## config.mk

```make
export PLATFORM = sky130hd
export DESIGN_NAME = led_pwm_bank
export DESIGN_NICKNAME = d
export VERILOG_FILES = /design/src/rtl/led_pwm_bank.sv
export SDC_FILE = /design/constraint.sdc
export NUM_CORES = 1
export LEC_CHECK = 0
export CAP_MARGIN = 0
export CORE_ASPECT_RATIO = 1.4
export CORE_MARGIN = 1
export CORE_UTILIZATION = 24
export DETAILED_ROUTE_END_ITERATION = 6
export PLACE_DENSITY = 0.38
export SLEW_MARGIN = 20
export SYNTH_ARGS = -nofsm -noshare
export SYNTH_HDL_FRONTEND = slang
export SYNTH_SLANG_ARGS = --single-unit
```

## constraint.sdc

```tcl
create_clock -name CLK -period 3.8 [get_ports CLK]
set_input_delay 0.76 -clock CLK [delete_from_list [all_inputs] [get_ports CLK]]
set_output_delay 0.76 -clock CLK [all_outputs]
set_load 0.02 [all_outputs]
```

## src/rtl/led_pwm_bank.sv

```systemverilog
// Multi-channel LED PWM driver with per-channel OFF/ON/BLINK/BREATHE modes.
// Config writes land in a pending slot and are promoted to active on each frame wrap.
module led_pwm_bank #(
  parameter int CHANNELS     = 4,
  parameter int PWM_BITS     = 8,
  parameter int PRESCALE     = 16,
  parameter int BLINK_FRAMES = 3906,
  localparam int CH_W = (CHANNELS > 1) ? $clog2(CHANNELS) : 1
) (
  input  logic                CLK,
  input  logic                RST,
  input  logic                WR_EN,
  input  logic [CH_W-1:0]     WR_CH,
  input  logic [1:0]          WR_MODE,
  input  logic [PWM_BITS-1:0] WR_DUTY,
  output logic [CHANNELS-1:0] LED,
  output logic                FRAME
);

  localparam int PS_W = (PRESCALE > 1) ? $clog2(PRESCALE) : 1;
  localparam int FC_W = (BLINK_FRAMES > 1) ? $clog2(BLINK_FRAMES) : 1;
  localparam logic [CH_W:0]   CH_LIMIT = (CH_W + 1)'(CHANNELS);
  localparam logic [PS_W-1:0] PS_LAST  = PS_W'(PRESCALE - 1);
  localparam logic [FC_W-1:0] FC_LAST  = FC_W'(BLINK_FRAMES - 1);

  typedef enum logic [1:0] {
    MODE_OFF     = 2'd0,
    MODE_ON      = 2'd1,
    MODE_BLINK   = 2'd2,
    MODE_BREATHE = 2'd3
  } mode_t;

  typedef enum logic {
    DIR_UP   = 1'b0,
    DIR_DOWN = 1'b1
  } dir_t;

  logic [PS_W-1:0]     pre_cnt;
  logic [PWM_BITS-1:0] pwm_cnt;
  logic [FC_W-1:0]     frame_cnt;
  logic                blink_phase;
  logic [PWM_BITS-1:0] breathe_lvl;
  dir_t                breathe_dir;

  mode_t               pend_mode [CHANNELS];
  logic [PWM_BITS-1:0] pend_duty [CHANNELS];
  mode_t               act_mode  [CHANNELS];
  logic [PWM_BITS-1:0] act_duty  [CHANNELS];

  logic                step;
  logic                wrap;
  logic                wr_hit;
  logic [CHANNELS-1:0] lit;

  assign step   = (pre_cnt == PS_LAST);
  assign wrap   = step && (pwm_cnt == '1);
  assign wr_hit = WR_EN && ({1'b0, WR_CH} < CH_LIMIT);

  always_ff @(posedge CLK or posedge RST) begin
    if (RST) begin
      pre_cnt <= '0;
      pwm_cnt <= '0;
      FRAME   <= 1'b0;
    end else begin
      pre_cnt <= step ? '0 : pre_cnt + 1'b1;
      if (step) pwm_cnt <= pwm_cnt + 1'b1;
      FRAME <= wrap;
    end
  end

  always_ff @(posedge CLK or posedge RST) begin
    if (RST) begin
      frame_cnt   <= '0;
      blink_phase <= 1'b0;
    end else if (wrap) begin
      if (frame_cnt == FC_LAST) begin
        frame_cnt   <= '0;
        blink_phase <= ~blink_phase;
      end else begin
        frame_cnt <= frame_cnt + 1'b1;
      end
    end
  end

  // Direction flips as the endpoint is left, so 0 and max each last a single frame.
  always_ff @(posedge CLK or posedge RST) begin
    if (RST) begin
      breathe_lvl <= '0;
      breathe_dir <= DIR_UP;
    end else if (wrap) begin
      if (breathe_dir == DIR_UP) begin
        if (breathe_lvl == '1) begin
          breathe_dir <= DIR_DOWN;
          breathe_lvl <= breathe_lvl - 1'b1;
        end else begin
          breathe_lvl <= breathe_lvl + 1'b1;
        end
      end else begin
        if (breathe_lvl == '0) begin
          breathe_dir <= DIR_UP;
          breathe_lvl <= breathe_lvl + 1'b1;
        end else begin
          breathe_lvl <= breathe_lvl - 1'b1;
        end
      end
    end
  end

  // Active samples pending before this edge's write lands, so a boundary write waits a frame.
  always_ff @(posedge CLK or posedge RST) begin
    if (RST) begin
      for (int unsigned i = 0; i < CHANNELS; i++) begin
        pend_mode[i] <= MODE_OFF;
        pend_duty[i] <= '0;
        act_mode[i]  <= MODE_OFF;
        act_duty[i]  <= '0;
      end
    end else begin
      for (int unsigned i = 0; i < CHANNELS; i++) begin
        if (wr_hit && (WR_CH == CH_W'(i))) begin
          pend_mode[i] <= mode_t'(WR_MODE);
          pend_duty[i] <= WR_DUTY;
        end
        if (wrap) begin
          act_mode[i] <= pend_mode[i];
          act_duty[i] <= pend_duty[i];
        end
      end
    end
  end

  always_comb begin
    lit = '0;
    for (int unsigned i = 0; i < CHANNELS; i++) begin
      case (act_mode[i])
        MODE_ON:      lit[i] = 1'b1;
        MODE_BLINK:   lit[i] = blink_phase && (pwm_cnt < act_duty[i]);
        MODE_BREATHE: lit[i] = (pwm_cnt < breathe_lvl);
        default:      lit[i] = 1'b0;
      endcase
    end
  end

  always_ff @(posedge CLK or posedge RST) begin
    if (RST) LED <= '0;
    else     LED <= lit;
  end

endmodule
```

[Word level (Yosys, flattened, before mapping)]
Index checks and enable logic that the tools add are counted.
Word-level totals
  bits of input ports: 15
  word-level logic and storage cells: 78
  flip-flop bits (word level): 119
Operators by class
  bitwise operators: 1
  reduce and logical (&&, ||, !) cells: 12
  $add $sub $neg: 5
  equal/unequal tests: 19
  magnitude comparators: 5
  mux-type cells: 12
Operator list (count)
  < comparator 8 bit: 5
  2-to-1 mux 8 bit: 3
  == test 2 bit (second input constant): 10
  adder 8 x 1 -> 8 bit (second input constant): 2
  == test 8 bit (second input constant): 2
  adder 12 x 1 -> 12 bit (second input constant): 1
  == test 12 bit (second input constant): 1
  2-to-1 mux 12 bit: 1
  one-hot mux 1 bit (3 select lines): 4
  == test 2 x 1 -> 1 bit (second input constant): 5
  logical AND 1 bit: 9
  zero test 8 bit: 1
  subtractor 8 x 1 -> 8 bit (second input constant): 1
  adder 4 x 1 -> 4 bit (second input constant): 1
  == test 4 bit (second input constant): 1
  2-to-1 mux 4 bit: 1
  2-to-1 mux 1 bit: 3
  zero test 2 bit: 1
  AND reduction 2 bit: 1
  NOT 1 bit: 1

[Depth between registers and ports, before layout]
  depth in word-level cells: 3
  mapped depth: 9
  depth with buffers taken out: 7

[Least setup slack after synthesis]
No wires, ideal clock.
  kind: register to register
  start point: reg pre_cnt[0]
  end point: reg frame_cnt[7]
  path slack: 1.733 ns
  data required time: 3.721 ns
  path buffers: 1
  arrival time: 1.987 ns
  cell stages (with the launch flop): 8
  period minus slack after synthesis: 2.067 ns
  cell sequence: dfrtp_1 > ha_1 > nand4_2 > or4_4 > buf_6 > or3_4 > nor2_2 > xor2_1
On the way
  longest elaborated chain between the ends: 2
Ends and longest elaborated chain
  start, declared: RTL line 38  | logic [PS_W-1:0] pre_cnt;
  start signal, assigned: RTL line 65  | pre_cnt <= step ? '0 : pre_cnt + 1'b1;
  == test 4 bit: RTL line 55  | assign step = (pre_cnt == PS_LAST);
  logical AND 1 bit: RTL line 56  | assign wrap = step && (pwm_cnt == '1);
  end signal, assigned: RTL line 80  | frame_cnt <= frame_cnt + 1'b1;
  end, declared: RTL line 40  | logic [FC_W-1:0] frame_cnt;
Every way passes these cells.
A chain may end at the register's enable or synchronous reset.

[Final worst setup path]
  start point: reg pwm_cnt[1]
  end point: reg act_duty[10] (netlist name)
On the way
  longest elaborated chain between the ends: 2
Ends and longest elaborated chain
  start, declared: RTL line 39  | logic [PWM_BITS-1:0] pwm_cnt;
  start signal, assigned: RTL line 66  | if (step) pwm_cnt <= pwm_cnt + 1'b1;
  == test 8 bit: RTL line 56
  logical AND 1 bit: RTL line 56
  end signal, assigned by index: RTL line 126  | act_duty[i] <= pend_duty[i];
  end, declared: RTL line 48  | logic [PWM_BITS-1:0] act_duty [CHANNELS];
Every way passes these cells.

==> summary.txt <==
Outcome
  • Status: complete, no violations

Clock tree
  • CTS root buf: clkbuf_16
  • Post-cts sizing count: 0
  • CTS tree: built
  • Hold-fix buffers at CTS: 0
  • Num CTS Buffers: 17
  • Worst-path clk slew: around 0.06 ns
  • CTS sink count: ~120
  • Maximum buffer depth of the clock tree: 2
  • Total number of H-tree levels: 4
  • Post-CTS Setup Bufs: 0
  • Later-pin clock latency in the skew report: approximately 0.41 ns

Worst setup path
  • Crit path launch type: flop
  • Worst Reg-to-Reg Cells: 7
  • Required @ worst endpoint: between 4 and 5 ns
  • FF-to-FF End: act_duty[10]$_DFFE_PP0P_
  • Worst setup path end: act_duty[10]$_DFFE_PP0P_
  • Worst R2R Setup Slack: between 1 and 1.5 ns
  • Crit path max fanout: 68
  • Critical Path Source: pwm_cnt[1]$_DFFE_PP0N_
  • Reg2Reg Launch Point: pwm_cnt[1]$_DFFE_PP0N_
  • Crit path DAT: about 2.9 ns
  • Worst Setup Path Type: flop to flop
  • Worst setup EP type: flop

Synth
  • Post-Synth Simple-Gate Area: about 15%
  • Post-synthesis xor/xnor area fraction: 2.54%
  • Synth unique cells: a little under 50
  • Ys async rst share: 100%
  • #FFs+latches synth: around 120
  • Top_reg_cell synth: dfrtp_1
  • Top cell type's share of synthesized area: 50.8%
  • Avg Cell Area, Syn: 10.4 um^2
  • Syn Inst Count: approximately 570
  • Number of synthesized flops with an enable pin: 0
  • Synth top area cells: dfrtp_1 (51%), ha_1 (9.0%), mux2_2 (7.9%)
  • Register area share after synthesis: between 50% and 60%
  • Most frequent cell after synthesis: dfrtp_1
  • Mux cell area share after synthesis: ~8.6%
  • Compound-cell area share of the yosys netlist: 10.1%
  • Main combinational cell family by area after synthesis: simple AND/OR/NAND/NOR gates
  • Post-Synth Adder-Cell Area: between 8 and 9%
  • Mapped Nets: between 600 and 700
  • Post-synth top area cell: dfrtp_1
  • Syn Std Cell Area: around 5900 um^2
  • Warnings from Yosys: 0
  • Post-synth top cells: dfrtp_1 (119), nand2_1 (99), o21ai_0 (52)

Final layout
  • Ant. Diodes: 0
  • Area of the multi-input gates: approximately 2600 um^2
  • Layout cells sized above 1: a little over an eighth
  • Fillers: ~2600
  • Fin cells: 907
  • Register area: between 2000 and 3000 um^2
  • Nets: 642
  • Layout area overhead: 19.3%

Placement
  • Hpwl dp: about 9500 um
  • RD Place Congestion: ~0.81
  • Placed cell count: 876
  • Port bufs: 19

Power
  • Worst vdd ir: roughly 0.00028 V
  • Int Pwr: 2.48 mW
  • Leak Pwr: roughly 3 nW
  • Reg power frac: about 44%
  • PnR Total Power: roughly 3.2 mW
  • Clock power share: 51.6%
  • Net Sw Power: ~680 uW
  • Switching part of the total: between 20% and 30%
  • P per Cell Area: ~450 nW/um^2
  • Power share of the combinational group: 4.4%

Timing
  • Clock skew: 0.0123 ns
  • Slew headroom: about 36%
  • Worst-Margin Slew: approximately 0.95 ns
  • Fin crit share: 67.3%
  • Sum of negative setup slack: 0 ns
  • Unrepaired setup endpoints after global routing: false
  • Peak Freq: 0.391 GHz
  • Max Slew Vio Count: 0
  • Minimum clock period: 2.56 ns
  • Hold Fails Final Rpt: 0
  • Final setup viols: 0

GRT
  • Initial antenna violation count: 0
  • Largest net degree at the start of global routing: between 100 and 150
  • Overall Global Routing Usage: 11.7%
  • GR Overflow Total: 0
  • Vias in the first global route: between 4000 and 5000
  • First-pass GRT wire length: ~22000 um

Detailed routing
  • Initial DRC Count: ~200
  • Post-DR wirelength/cell: roughly 15 um
  • DR vias: approximately 4000
  • Total iterations of the first detailed-routing run: 5
  • Drt drc: 0
  • Routed WL: 13500 um
  • Vias per inst: roughly 4.5
  • Post-route ant nets: 0

Die
  • Die height: about 190 um
  • Initial Util: roughly a quarter
  • Rows: 67
  • Core Region: between 20000 and 25000 um^2
  • Die Span X: between 100 and 150 um
  • # IOs: 20
  • Die area: approximately 25000 um^2

Job
  • Max-cap violation count: 0

Min path
  • Type of the tightest min-delay check: flop to flop
==> how the worst min path moves through the flow <==
stage	startpoint	endpoint	slack, ns	cells past startpoint
2_1_floorplan	pend_duty[0]$_DFFE_PP0P_	act_duty[0]$_DFFE_PP0P_	0.43	2
3_3_place_gp	pend_mode[1]$_DFFE_PP0P_	act_mode[1]$_DFFE_PP0P_	0.46	2
3_5_place_dp	pend_mode[1]$_DFFE_PP0P_	act_mode[1]$_DFFE_PP0P_	0.47	2
4_1_cts	pend_duty[26]$_DFFE_PP0P_	act_duty[26]$_DFFE_PP0P_	0.48	2
5_1_grt	pend_duty[15]$_DFFE_PP0P_	act_duty[15]$_DFFE_PP0P_	0.49	2
6_report	pend_duty[15]$_DFFE_PP0P_	act_duty[15]$_DFFE_PP0P_	0.47	2
==> cells in the final DEF (no fill, tap or decap), types with 3 or more instances in the layout <==
cell and n:
nor4_1 3, nor3_1 9, a21o_1 7, clkdlybuf4s50_1 19, dfrtp_1 119, ha_1 42, nand3_1 11, nor2b_1 5
mux2i_1 4, nor2_1 18, clkbuf_16 17, a31oi_1 3, a211oi_1 4, mux2_2 41, and3_1 3, clkinv_4 3
o21ai_0 52, nor4bb_1 4, nand2_1 99, a21oi_1 10, clkinvlp_4 3, bufinv_16 3, nand2b_1 8, xnor2_1 12
inv_1 40, o21a_1 3, nand4_1 12, xor2_1 5, o211ai_1 6
==> critical path, cell delays in order, from the launching register on <==
cell	delay, ns
dfrtp_1	0.51
ha_1	0.22
nand4_2	0.13
or4_4	0.73
inv_2	0.36
buf_12	0.29
nand2_1	0.10
o21ai_0	0.07
==> metal layers <==
metal / part of all wire (%) / track usage, % / vias to the layer above
met5: 0 / 0 / -
met4: 1.1 / 4.28 / 0
met3: 2.7 / 2.47 / 9
met2: 52 / 19.6 / 61
met1: 44 / 14.6 / 2023
li1: - / - / 1994
==> state kept, by name, summed over array words and instances (netlist names) <==
| signal | count |
|---|---|
| pre_cnt | 4 |
| pend_mode | 8 |
| act_mode | 8 |
| breathe_dir | 1 |
| FRAME | 1 |
| pend_duty | 32 |
| breathe_lvl | 8 |
| blink_phase | 1 |
| LED | 4 |
| pwm_cnt | 8 |
| act_duty | 32 |
| frame_cnt | 12 |
==> cell families (layout without fill, tap and decap cells) <==
kind of cell               after synthesis  count (layout)
adders and majority gates               42              42
and+or+nand+nor                        182             182
buffers and inverters                   62              94
muxes                                   45              45
xor gates and xnor gates                17              17
AOI/OAI and AO/OA                       98              98
DFF                                    119             119
==> stage by stage <==
stage	utilization [%]	area [um^2]	setup slack [ns]	hold WS [ns]
2_1_floorplan	-	5860	1.58	0.433
3_3_place_gp	26.7	6400	1.17	0.457
3_5_place_dp	26.7	6400	1.13	0.465
4_1_cts	29.2	6990	1.16	0.478
5_1_grt	29.2	6990	1.04	0.490
6_report	29.2	6990	1.24	0.473
==> layout make-up <==
type / instances / area share (%)
clock buffer: 20 / 6.39
multi-input combinational: 384 / 37.7
inverter: 42 / 2.31
sequential: 119 / 42.6
timing repair buffer: 21 / 3.29
clock inverter: 11 / 2.15
tap: 310 / 5.55
==> power by group through the flow <==
| stage | logic [mW] | registers [mW] | clock network [mW] |
|---|---|---|---|
| after floorplan | 0.101 | 1.40 | 0 |
| after global placement | 0.140 | 1.41 | 0 |
| after detailed placement | 0.144 | 1.41 | 0 |
| after CTS | 0.145 | 1.39 | 1.68 |
| after global routing | 0.155 | 1.40 | 1.74 |
| final | 0.139 | 1.39 | 1.63 |
Note: power is estimated with default switching activity, not from simulation.
